--- src/rtl/div_ctrl_pkg.sv ---
// Shared types and helpers for the divider issue/retire controller.
package div_ctrl_pkg;

  // Owner index width covers up to four requesters.
  localparam int OWNER_W  = 2;
  // Tag width carried through the shadow pipe.
  localparam int SH_TAG_W = 4;

  typedef struct packed {
    logic count;
    logic guard;
    logic round;
    logic sticky;
  } div_flags_t;

  typedef struct packed {
    logic                v;
    logic [OWNER_W-1:0]  owner;
    logic [SH_TAG_W-1:0] tag;
  } shadow_entry_t;

  // Number of datapath registers between operand input and quotient output.
  function automatic int pipe_lat(input int pipe_stages);
    return pipe_stages;
  endfunction

endpackage

--- src/rtl/div_pipe_ctrl_rr_arbiter.sv ---
// Round-robin arbiter: search starts at rr_ptr, pointer moves past the winner on advance.
module rr_arbiter
  import div_ctrl_pkg::*;
#(
  parameter int N_REQ = 2
) (
  input  logic               clk,
  input  logic               resetn,
  input  logic               clear,
  input  logic [N_REQ-1:0]   req,
  input  logic               advance,
  output logic [N_REQ-1:0]   grant,
  output logic [OWNER_W-1:0] winner,
  output logic               found
);

  logic [OWNER_W-1:0] rr_ptr;

  // First pass takes requesters at or above the pointer, second pass wraps around.
  always_comb begin
    found  = 1'b0;
    winner = '0;
    grant  = '0;
    for (int j = 0; j < N_REQ; j++) begin
      if (!found && req[j] && (OWNER_W'(j) >= rr_ptr)) begin
        found    = 1'b1;
        winner   = OWNER_W'(j);
        grant[j] = 1'b1;
      end
    end
    for (int j = 0; j < N_REQ; j++) begin
      if (!found && req[j]) begin
        found    = 1'b1;
        winner   = OWNER_W'(j);
        grant[j] = 1'b1;
      end
    end
  end

  // Pointer advances to winner+1 (mod N_REQ) only when the grant is taken.
  always_ff @(posedge clk) begin
    if (!resetn || clear) begin
      rr_ptr <= '0;
    end else if (advance) begin
      rr_ptr <= (winner == OWNER_W'(N_REQ - 1)) ? '0 : winner + OWNER_W'(1);
    end
  end

endmodule

--- src/rtl/div_pipe_ctrl.sv ---
// Issue/retire controller sharing one pipelined significand divider among requesters.
// A shadow pipe of {v, owner, tag} runs alongside the datapath registers so each
// quotient can be routed back to its owner; the whole pipe stalls on result backpressure.
module div_pipe_ctrl
  import div_ctrl_pkg::*;
#(
  parameter int SIG_W       = 23,
  parameter int PIPE_STAGES = 3,
  parameter int N_REQ       = 2,
  parameter int TAG_W       = SH_TAG_W
) (
  input  logic                         clk,
  input  logic                         resetn,
  input  logic                         flush,
  input  logic [N_REQ-1:0]             req_valid,
  output logic [N_REQ-1:0]             req_ready,
  input  logic [N_REQ*(SIG_W+1)-1:0]   req_x,
  input  logic [N_REQ*(SIG_W+1)-1:0]   req_d,
  input  logic [N_REQ*TAG_W-1:0]       req_tag,
  output logic [SIG_W:0]               dp_x,
  output logic [SIG_W:0]               dp_d,
  output logic                         dp_enable,
  input  logic [SIG_W:0]               dp_quotient,
  input  logic [3:0]                   dp_flags,
  output logic [N_REQ-1:0]             res_valid,
  input  logic [N_REQ-1:0]             res_ready,
  output logic [SIG_W:0]               res_quotient,
  output logic [3:0]                   res_flags,
  output logic [TAG_W-1:0]             res_tag,
  output logic                         idle,
  output logic [$clog2(pipe_lat(PIPE_STAGES)+2)-1:0] inflight
);

  localparam int LAT   = pipe_lat(PIPE_STAGES);
  localparam int CNT_W = $clog2(LAT + 2);
  localparam int OP_W  = SIG_W + 1;

  logic [N_REQ-1:0]   arb_grant;
  logic [OWNER_W-1:0] win;
  logic               found;
  logic               issue;
  logic               stall;
  logic               head_v;
  logic               out_v;
  logic [OWNER_W-1:0] out_owner;
  logic [TAG_W-1:0]   out_tag;
  logic [TAG_W-1:0]   win_tag;
  logic               sel_ready;
  div_flags_t         res_fl;

  rr_arbiter #(.N_REQ(N_REQ)) u_arb (
    .clk     (clk),
    .resetn  (resetn),
    .clear   (flush),
    .req     (req_valid),
    .advance (issue),
    .grant   (arb_grant),
    .winner  (win),
    .found   (found)
  );

  // Steer the winner's operands; requester 0 when nobody is asking.
  always_comb begin
    dp_x    = req_x[OP_W-1:0];
    dp_d    = req_d[OP_W-1:0];
    win_tag = req_tag[TAG_W-1:0];
    for (int j = 0; j < N_REQ; j++) begin
      if (win == OWNER_W'(j)) begin
        dp_x    = req_x[j*OP_W +: OP_W];
        dp_d    = req_d[j*OP_W +: OP_W];
        win_tag = req_tag[j*TAG_W +: TAG_W];
      end
    end
  end

  // Ready of whichever requester owns the op at the datapath output.
  always_comb begin
    sel_ready = 1'b0;
    for (int j = 0; j < N_REQ; j++) begin
      if (out_owner == OWNER_W'(j)) sel_ready = res_ready[j];
    end
  end

  // Stall when the result at the output cannot be delivered; flush and reset force the pipe to move.
  assign stall     = head_v & ~sel_ready;
  assign issue     = found & ~stall & ~flush & resetn;
  assign dp_enable = ~stall | flush | ~resetn;
  assign req_ready = issue ? arb_grant : '0;

  // One-hot result valid toward the owner of the output op.
  always_comb begin
    res_valid = '0;
    for (int j = 0; j < N_REQ; j++) begin
      res_valid[j] = out_v & ~flush & resetn & (out_owner == OWNER_W'(j));
    end
  end

  assign res_fl       = dp_flags;
  assign res_flags    = res_fl;
  assign res_quotient = dp_quotient;
  assign res_tag      = out_tag;
  assign idle         = (inflight == '0);

  if (LAT == 0) begin : g_comb
    // Combinational datapath: the issuing op is the retiring op.
    assign head_v    = found;
    assign out_v     = issue;
    assign out_owner = win;
    assign out_tag   = win_tag;
    assign inflight  = '0;
  end else begin : g_pipe
    shadow_entry_t       sh [LAT];
    shadow_entry_t       new_e;
    logic [CNT_W-1:0]    cnt;

    assign new_e     = '{v: issue, owner: win, tag: SH_TAG_W'(win_tag)};
    assign head_v    = sh[LAT-1].v;
    assign out_v     = sh[LAT-1].v;
    assign out_owner = sh[LAT-1].owner;
    assign out_tag   = sh[LAT-1].tag[TAG_W-1:0];
    assign inflight  = cnt;

    // Shadow pipe shifts in lockstep with the datapath enable; reset/flush drop every op.
    always_ff @(posedge clk) begin
      if (!resetn || flush) begin
        for (int k = 0; k < LAT; k++) sh[k].v <= 1'b0;
      end else if (dp_enable) begin
        sh[0] <= new_e;
        for (int k = 1; k < LAT; k++) sh[k] <= sh[k-1];
      end
    end

    // Count valid ops in flight.
    always_comb begin
      cnt = '0;
      for (int k = 0; k < LAT; k++) cnt = cnt + CNT_W'(sh[k].v);
    end
  end

endmodule

--- config.mk ---
export PLATFORM = sky130hd
export DESIGN_NAME = div_pipe_ctrl
export DESIGN_NICKNAME = d
export VERILOG_FILES = /design/src/rtl/div_ctrl_pkg.sv /design/src/rtl/div_pipe_ctrl_rr_arbiter.sv /design/src/rtl/div_pipe_ctrl.sv
export SDC_FILE = /design/constraint.sdc
export NUM_CORES = 1
export LEC_CHECK = 0
export CORE_AREA = 8 8 83 85
export DETAILED_ROUTE_END_ITERATION = 10
export DIE_AREA = 0 0 91 93
export DONT_BUFFER_PORTS = 1
export SLEW_MARGIN = 20
export SYNTH_ARGS = -nofsm -noshare
export SYNTH_HDL_FRONTEND = slang
export SYNTH_HIERARCHICAL = 1
export SYNTH_SLANG_ARGS = --single-unit
--- constraint.sdc ---
create_clock -name clk -period 2.2 [get_ports clk]
set_clock_uncertainty 0.05 [all_clocks]
set_input_delay 0.33 -clock clk [delete_from_list [all_inputs] [get_ports clk]]
set_output_delay 0.33 -clock clk [all_outputs]
set_load 0.02 [all_outputs]
==> results of run 1 <==
==> cell usage after synthesis (all sizes together) <==
master  count
a21boi      1
a311oi      1
and2        2
and2b       5
buf        42
conb        2
dfxtp       1
edfxtp     21
fa          1
inv         7
mux2       48
mux2i       5
nand2       2
nand2b      2
nor2       11
nor2b      12
nor3        2
o22a        1
or2         1
or2b        1
or3         2
or3b        1
==> metal layers <==
layer / vias to the layer above / share of wire (%) / routed length, um / GRT usage, %
met2: 114 / 51 / 3643 / 24.43
met4: 4 / 2.4 / 170 / 7.913
li1: 495 / - / - / -
met5: - / 0.32 / 23 / 0
met1: 527 / 30 / 2104 / 11.26
met3: 13 / 16 / 1151 / 12.66
==> worst max-delay path: cells and delay by family, from the launching register on <==
kind | cells | cell delay (ns)
and+or+nand+nor | 3 | 0.44
muxes | 1 | 0.41
DFF | 1 | 0.35
buffers and inverters | 2 | 0.30
==> metrics by stage <==
stage,setup TNS (ns),worst slack [ns]
2_1_floorplan,0,0.2496
3_3_place_gp,0,0.3080
3_5_place_dp,0,0.2686
4_1_cts,-0.004221,-0.002364
5_1_grt,-0.4620,-0.03664
6_report,0,0.04593
==> worst paths after layout <==
path              depth (start not counted)        startpoint                to
setup / recovery                          6   u_arb/rr_ptr[0]          dp_x[16]
hold / removal                            1      req_valid[1]   u_arb/rr_ptr[0]
setup reg to reg                          4  g_pipe.sh[0][19]  g_pipe.sh[0][11]
hold reg to reg                           1   g_pipe.sh[0][0]   g_pipe.sh[0][7]
==> kinds of logic (layout without fill, tap and decap cells) <==
family	after synthesis	in the layout	share of synthesized area, %
adder cells (fa/ha/maj)	1	1	1.034
AND/OR/NAND/NOR	41	41	14.73
multiplexers	53	53	30.49
other	2	4	0.3877
buffers and inverters	49	22	17.70
flip-flops	22	22	33.59
AO/OA/AOI/OAI	3	3	2.067
==> area by class of cell <==
cell class | count | area share [%]
Multi-Input combinational cell | 100 | 50.55
Sequential cell | 22 | 31.73
Timing Repair Buffer | 11 | 8.161
Tap cell | 75 | 4.568
Clock buffer | 3 | 2.010
Clock inverter | 1 | 1.462
Inverter | 7 | 1.279
Antenna cell | 2 | 0.2436
==> registers in the layout, summed over array words and instances, names as in the netlist <==
signal	flops
g_pipe.sh	21
u_arb/rr_ptr	1
==> power by group through the flow <==
stage / Sequential, mW / Clock (mW) / Combinational (mW)
floorplan: 0.503 / 0 / 0.360
global placement: 0.511 / 0 / 0.313
detailed placement: 0.513 / 0 / 0.317
CTS: 0.504 / 0.390 / 0.320
global route: 0.506 / 0.404 / 0.374
finish: 0.503 / 0.378 / 0.353
==> timing repair <==
action / 4_1_cts / 5_1_grt
endpoints found under the setup margin: 4 / 48
gates resized for setup: 3 / 22
gates cloned: 0 / 2
buffers inserted: 0 / 4
pin swaps: 0 / 0
==> metrics.yaml, run 1 <==
ys_top_cells_by_area: "edfxtp_1, mux2_2, buf_4"
routed_wl_um: 7094
regArea_um2: 651.9
startpoint_type: "flip-flop"
clkPwrFrac_pct: 30.6
tritoncts: "done"
status: "completed"
total_power_mw: 1.234
syn_area_um2: 1937
synth_seq_cells: 22
drtAntennaViolNets: 0
cts.sinks: 22
cts_made_buffers: 3
die_h_um: 93
clk_latency_ns: 0.27
max_stage_delay_ns: 0.41
drtIter0Drc: 21
period_share_pct: 97.91
pwr-share-comb_pct: 28.6
final_core_util_pct: 36.20
synth_top_area_share_pct: 32.56
peakVddDrop_mv: 0.2776
crit_slowest_cell: "mux2_2"
placed_area_um2: 1797
drive_above_1_share_pct: 57.64
area_growth_pct: 6.072
initial_core_util_pct: 34.13
power.density_nw_per_um2: 600.5
layout.cells.non_filler: 221
worstPathMaxFanout: 13
fillers: 563
design_area_um2: 2054
avgViaCountPerCell: 5.217
synth_warnings: 6
drv_slew: 0
arrival_ns: 1.77
dp_hpwl_um: 5974
antenna_found_initial: 4
p_seq_share_pct: 40.8
fp.coreArea_um2: 5675
power_leakage_nw: 0.7798
endpoint_kind: "primary output"
drt_first_pass_iters: 4
power_switching_mw: 0.3581
vias: 1153
overflow: 0
swShare_pct: 29.03
internal_power_mw: 0.8755
layout_commonest_cell: "mux2_2"
cp.required_ns: 1.82
layout_min_cycle_time_ns: 2.154
seq_area_frac_synth_pct: 33.59
yosysTopAreaCell: "edfxtp_1"
fp.dieArea_um2: 8463
finalHoldViolations: 0
cap_viol_max_count: 0
max_freq_mhz: 464.2
grt_max_degree: 29
most-common-layout-cells: "mux2_2, mux2_4, edfxtp_1"
clockBufferDepth: 2
wire_per_inst_um: 32.10
clk_pin_slew_ns: 0.07
cts_hold_buf: 0
track_usage_pct: 14.52
grt_pass1_wl_um: 8907
io_buffers: 0
whs_ns: 0.1279
die_w_um: 91
rows: 28
dp.cells: 209
r2r_setup_slack_ns: 0.38
root_buffer: "clkbuf_8"
io_pins: 228
hold_path_class: "input port to flip-flop"
multi_input_area_um2: 1039
setup_violations: 0
nets: 285
avgSynthCellArea_um2: 11.33
syn_inst: 171
rsz0062_at_grt: "true"
h-tree-depth: 1
critPathKind: "flip-flop to primary output"
crit_path_cell_trace: "nand2b_4, and2_1, nor2b_4, buf_12, clkbuf_16, mux2_2"
synthDistinctLibCells: 29
gp_congestion: 0.7756
drc: 0
syn_nets: 311
grt_pass1_vias: 1296
No activity file was read; power rests on OpenSTA's default activity.
==> inputs of run 2 (changes only) <==
- CORE_AREA: 8 8 83 85 -> default
- CORE_ASPECT_RATIO: default -> 0.6
- CORE_MARGIN: default -> 8
- CORE_UTILIZATION: default -> 38
- CTS_CLUSTER_SIZE: default -> 28
- DIE_AREA: 0 0 91 93 -> default
==> run 2 against run 1 <==
  * Power decreased by 1.2%
  * Non-clock buffer count down 1
  * Clock power down 3%
  * Flip-flop and latch count unchanged
  * Maximum frequency is 1.3% higher
  * Critical endpoint is now dp_x[18]
==> metrics.yaml, run 2 (synthesized netlist as in run 1, its figures left out) <==
status: "completed"
drv_slew: 0  # unchanged
min_delay_worst_endpoint: "u_arb/rr_ptr[0]"
reg.largest.list: "g_pipe.sh x21, u_arb/rr_ptr x1"
rr_worst_depth: 4  # unchanged
peakVddDrop_mv: 0.2088  # -25%
wire_per_inst_um: 35.60  # +11%
track_usage_pct: 16.94  # +2.4 points
vias: 1124  # -2.5%
root_buffer: "clkbuf_8"
power.density_nw_per_um2: 605.7  # +0.87%
rsz0062_at_grt: "true"
drive_above_1_share_pct: 56.64  # -1.0 points
startpoint_type: "flip-flop"
die_h_um: 71.30  # -23%
drt_first_pass_iters: 4  # unchanged
r2r_setup_slack_ns: 0.34  # -0.04 ns
regArea_um2: 651.9  # unchanged
max_freq_mhz: 470.1  # +1.3%
die_w_um: 108.2  # +19%
cts_made_buffers: 3  # unchanged
crit-reg2reg-launch: "g_pipe.sh[0][19]"
h-tree-depth: 1  # unchanged
grt_max_degree: 39  # +34%
area_growth_pct: 3.876
fin_tns_setup_ns: 0  # unchanged
critPathKind: "flip-flop to primary output"
fp.dieArea_um2: 7713  # -8.9%
clk_latency_ns: 0.26  # about the same
crit_path_cell_trace: "nand2b_4, and2_1, nor2b_4, buf_12, clkbuf_16, mux2_2"
layout_min_cycle_time_ns: 2.127  # -0.02699 ns
nets: 284  # -0.35%
power_leakage_nw: 0.7602  # -2.5%
tritoncts: "done"
largest_register: "g_pipe.sh"
drc: 0  # unchanged
drtIter0Drc: 55  # +160%
setup_violations: 0  # unchanged
finalHoldViolations: 0  # unchanged
grt_pass1_wl_um: 9418  # +5.7%
max_stage_delay_ns: 0.41  # about the same
crit_slowest_cell: "mux2_2"
io_pins: 228  # unchanged
io_buffers: 0  # unchanged
antenna_found_initial: 2  # -2
worstPathMaxFanout: 10  # -3
period_share_pct: 96.69  # -1.2 points
cap_viol_max_count: 0  # unchanged
layout_commonest_cell: "mux2_2"
holdPathStages: 1  # unchanged
overflow: 0  # unchanged
routed_wl_um: 7441  # +4.9%
hp-start: "req_valid[1]"
worstSetupStartpoint: "u_arb/rr_ptr[0]"
drtAntennaViolNets: 0  # unchanged
antennaDiodeCount: 0  # -2
grt_pass1_vias: 1251  # -3.5%
whs_ns: 0.1358  # +0.007941 ns
avgViaCountPerCell: 5.378  # +3.1%
fillers: 483  # -14%
rows: 20  # -29%
clk_pin_slew_ns: 0.07  # about the same
multi_input_area_um2: 1021  # -1.7%
cts.sinks: 22  # unchanged
fp.coreArea_um2: 4980  # -12%
gp_congestion: 0.6977  # -10%
largest_reg_flops: 21  # unchanged
initial_core_util_pct: 38.89  # +4.8 points
total_power_mw: 1.219  # -1.2%
clockBufferDepth: 2  # unchanged
cp.required_ns: 1.82  # about the same
dp_hpwl_um: 6451  # +8.0%
timing.rr.end: "g_pipe.sh[0][18]"
most-common-layout-cells: "mux2_2, edfxtp_1, mux2_4"
endpoint_kind: "primary output"
hold_path_class: "input port to flip-flop"
arrival_ns: 1.75  # -0.02 ns
## run 2: cell types whose count changed in the layout (fill, tap and decap cells not counted), sizes merged
cell and delta:
buf -1, diode -2
## run 2: critical path, delay by kind of cell (launching register included)
| kind | cells | cell delay, ns |
|---|---|---|
| multiplexers | 1 | 0.41 |
| flip-flops | 1 | 0.34 |
| AND/OR/NAND/NOR | 3 | 0.43 |
| buffers and inverters | 2 | 0.30 |
## run 2: area by class of cell
class                           count  area share [%]
Clock buffer                        3           2.052
Timing Repair Buffer               10           7.898
Inverter                            7           1.306
Tap cell                           66           4.104
Multi-Input combinational cell    100           50.75
Clock inverter                      1           1.493
Sequential cell                    22           32.40
## run 2: worst max-delay path by stage
stage                                  to  depth (start not counted)
after CTS                            idle                          4
after floorplan           g_pipe.sh[0][0]                          4
after global routing             dp_x[18]                          6
final                            dp_x[18]                          6
after global placement            dp_d[7]                          5
after detailed placement             idle                          4
## run 2: what timing repair did
action | in CTS | in global routing
setup endpoints to repair | 0 | 49
resized for setup | 0 | 22
hold endpoints to repair | 0 | 0
hold buffers | 0 | 0
buffers inserted | 0 | 1
## run 2: metal layers
metal	track usage, %	part of all wire (%)	vias to the layer above
met5	0	0.31	-
met4	2.752	0.50	4
met3	10.83	14	6
met2	31.20	55	96
met1	15.52	30	522
li1	-	-	496
## run 2: stage by stage
| stage | instances | cell area (um2) | util [%] | setup slack [ns] |
|---|---|---|---|---|
| 2_1_floorplan | 171 | 1937 | - | 0.2496 |
| 3_3_place_gp | 201 | 1780 | 35.75 | 0.3533 |
| 3_5_place_dp | 201 | 1780 | 35.75 | 0.2950 |
| 4_1_cts | 205 | 1852 | 37.19 | 0.002737 |
| 5_1_grt | 209 | 2012 | 40.40 | -0.02108 |
| 6_report | 209 | 2012 | 40.40 | 0.07292 |
## run 2: power by group
| part | switching, mW | internal [mW] | total (mW) |
|---|---|---|---|
| clock | 0.124 | 0.243 | 0.367 |
| combinational | 0.209 | 0.140 | 0.349 |
| sequential | 0.0136 | 0.489 | 0.503 |
| total | 0.347 | 0.871 | 1.22 |
==> inputs of run 3 (changes only) <==
- CTS_CLUSTER_DIAMETER: default -> 50
==> results of run 3 <==
The final DEF is identical to that of run 2; final timing and power are the same.
==> patch: new RTL, config.mk and constraints of run 1 <==
`OWNER_W`: 2 -> 4.
--- a/src/rtl/div_ctrl_pkg.sv
+++ b/src/rtl/div_ctrl_pkg.sv
@@ -2,7 +2,7 @@
 package div_ctrl_pkg;
 
   // Owner index width covers up to four requesters.
-  localparam int OWNER_W  = 2;
+  localparam int OWNER_W  = 4;
   // Tag width carried through the shadow pipe.
   localparam int SH_TAG_W = 4;
 
Behaviour: same outputs for any inputs over 10 cycles, from zero or initial values; that may be too few to reach the edited logic, so the function may still have changed.
==> patch against run 1 <==
The flow now finishes with violations (negative setup slack). Wire length increased by 9.4%. Area after synthesis up 14%. Setup slack worse by 80 ps. Count of clock-buffer cells in the layout stayed put. Worst hold slack lost 6.9 ps. Power rose by 6.8%. Final area increased by 22%. First-iteration DRC count grew to 5.8 times the old value. Synthesized cell count rose by 11%. Sequential cell count is 6 higher. Sequential power up 23%. Largest power group unchanged.
==> patch: results <==
[detailed_routing]
routed_wl_um = 7760

[timing]
setup_viol_count_final = 39
setup_ws_ps = -34.5

[placement]
dpl.hpwl_um = 6150
placed_cell_area_um2 = 2040
routabilityCongestion = 0.819
pre_cts_ws_ps = 160
place_inst = 228

[layout]
final_area_um2 = 2500
top_regs = g_pipe.sh x27, u_arb/rr_ptr x1
nets = 309
drive_gt1_share_pct = 52.4
fillers = 557

[power_and_ir_drop]
comb_power_mw = 0.295
powerSeq_mw = 0.617
power.static_leakage_nw = 0.926
ir_worst_vdd_uv = 234
p_int_mw = 0.977
pwr-share-seq_pct = 46.9

[synth]
ys_top_cells_by_area = edfxtp_1 37%, mux2_2 23%, buf_4 12%
synthMuxAreaShare_pct = 26.9
synth.distinct_cells = 28
synth.top_cells.by_count = 45 x mux2_2, 36 x buf_4, 27 x edfxtp_1
synth_area_per_cell_um2 = 11.7
synth-edff-count = 27

[clocking]
clk_pin_slew_ps = 90
postCtsSetupRepairBufs = 5

[grt]
first_global_vias = 1551
antenna_found_initial = 2
met2_usage_pct = 30.4
grt_use_met1_pct = 15.1

[critical_path]
crit_fanout = 6
crit_slowest_cell = dfxtp_2

[run_status]
failed_checks = negative setup slack
outcome = finished, violations left
==> patch: cell count changes in the layout (fill, tap and decap cells not counted), sizes merged, moves of 3 or more <==
| cell | delta |
|---|---|
| buf | +11 |
| nor3 | +7 |
| edfxtp | +6 |
| nor2b | -12 |
| nor3b | +22 |
| nor2 | -7 |
| nand2 | +3 |
| and2b | -5 |
==> patch: final timing paths <==
check,start,slack (ps),end,depth (start not counted)
min reg2reg,g_pipe.sh[0][9],560,g_pipe.sh[0][18],1
max reg2reg,u_arb/rr_ptr[0],380,g_pipe.sh[0][2],7
min,req_valid[1],120,u_arb/rr_ptr[0],1
max,u_arb/rr_ptr[0],-30,dp_d[1],7
==> patch: area by class of cell <==
type / count / area share, %
diodes: 1 / 0.100
flip-flops and latches: 28 / 33.3
clock buffers: 3 / 1.65
inverters: 5 / 0.750
multi-input cells: 110 / 48.3
well taps: 75 / 3.75
clock inverters: 1 / 1.20
repair buffers: 21 / 11.0
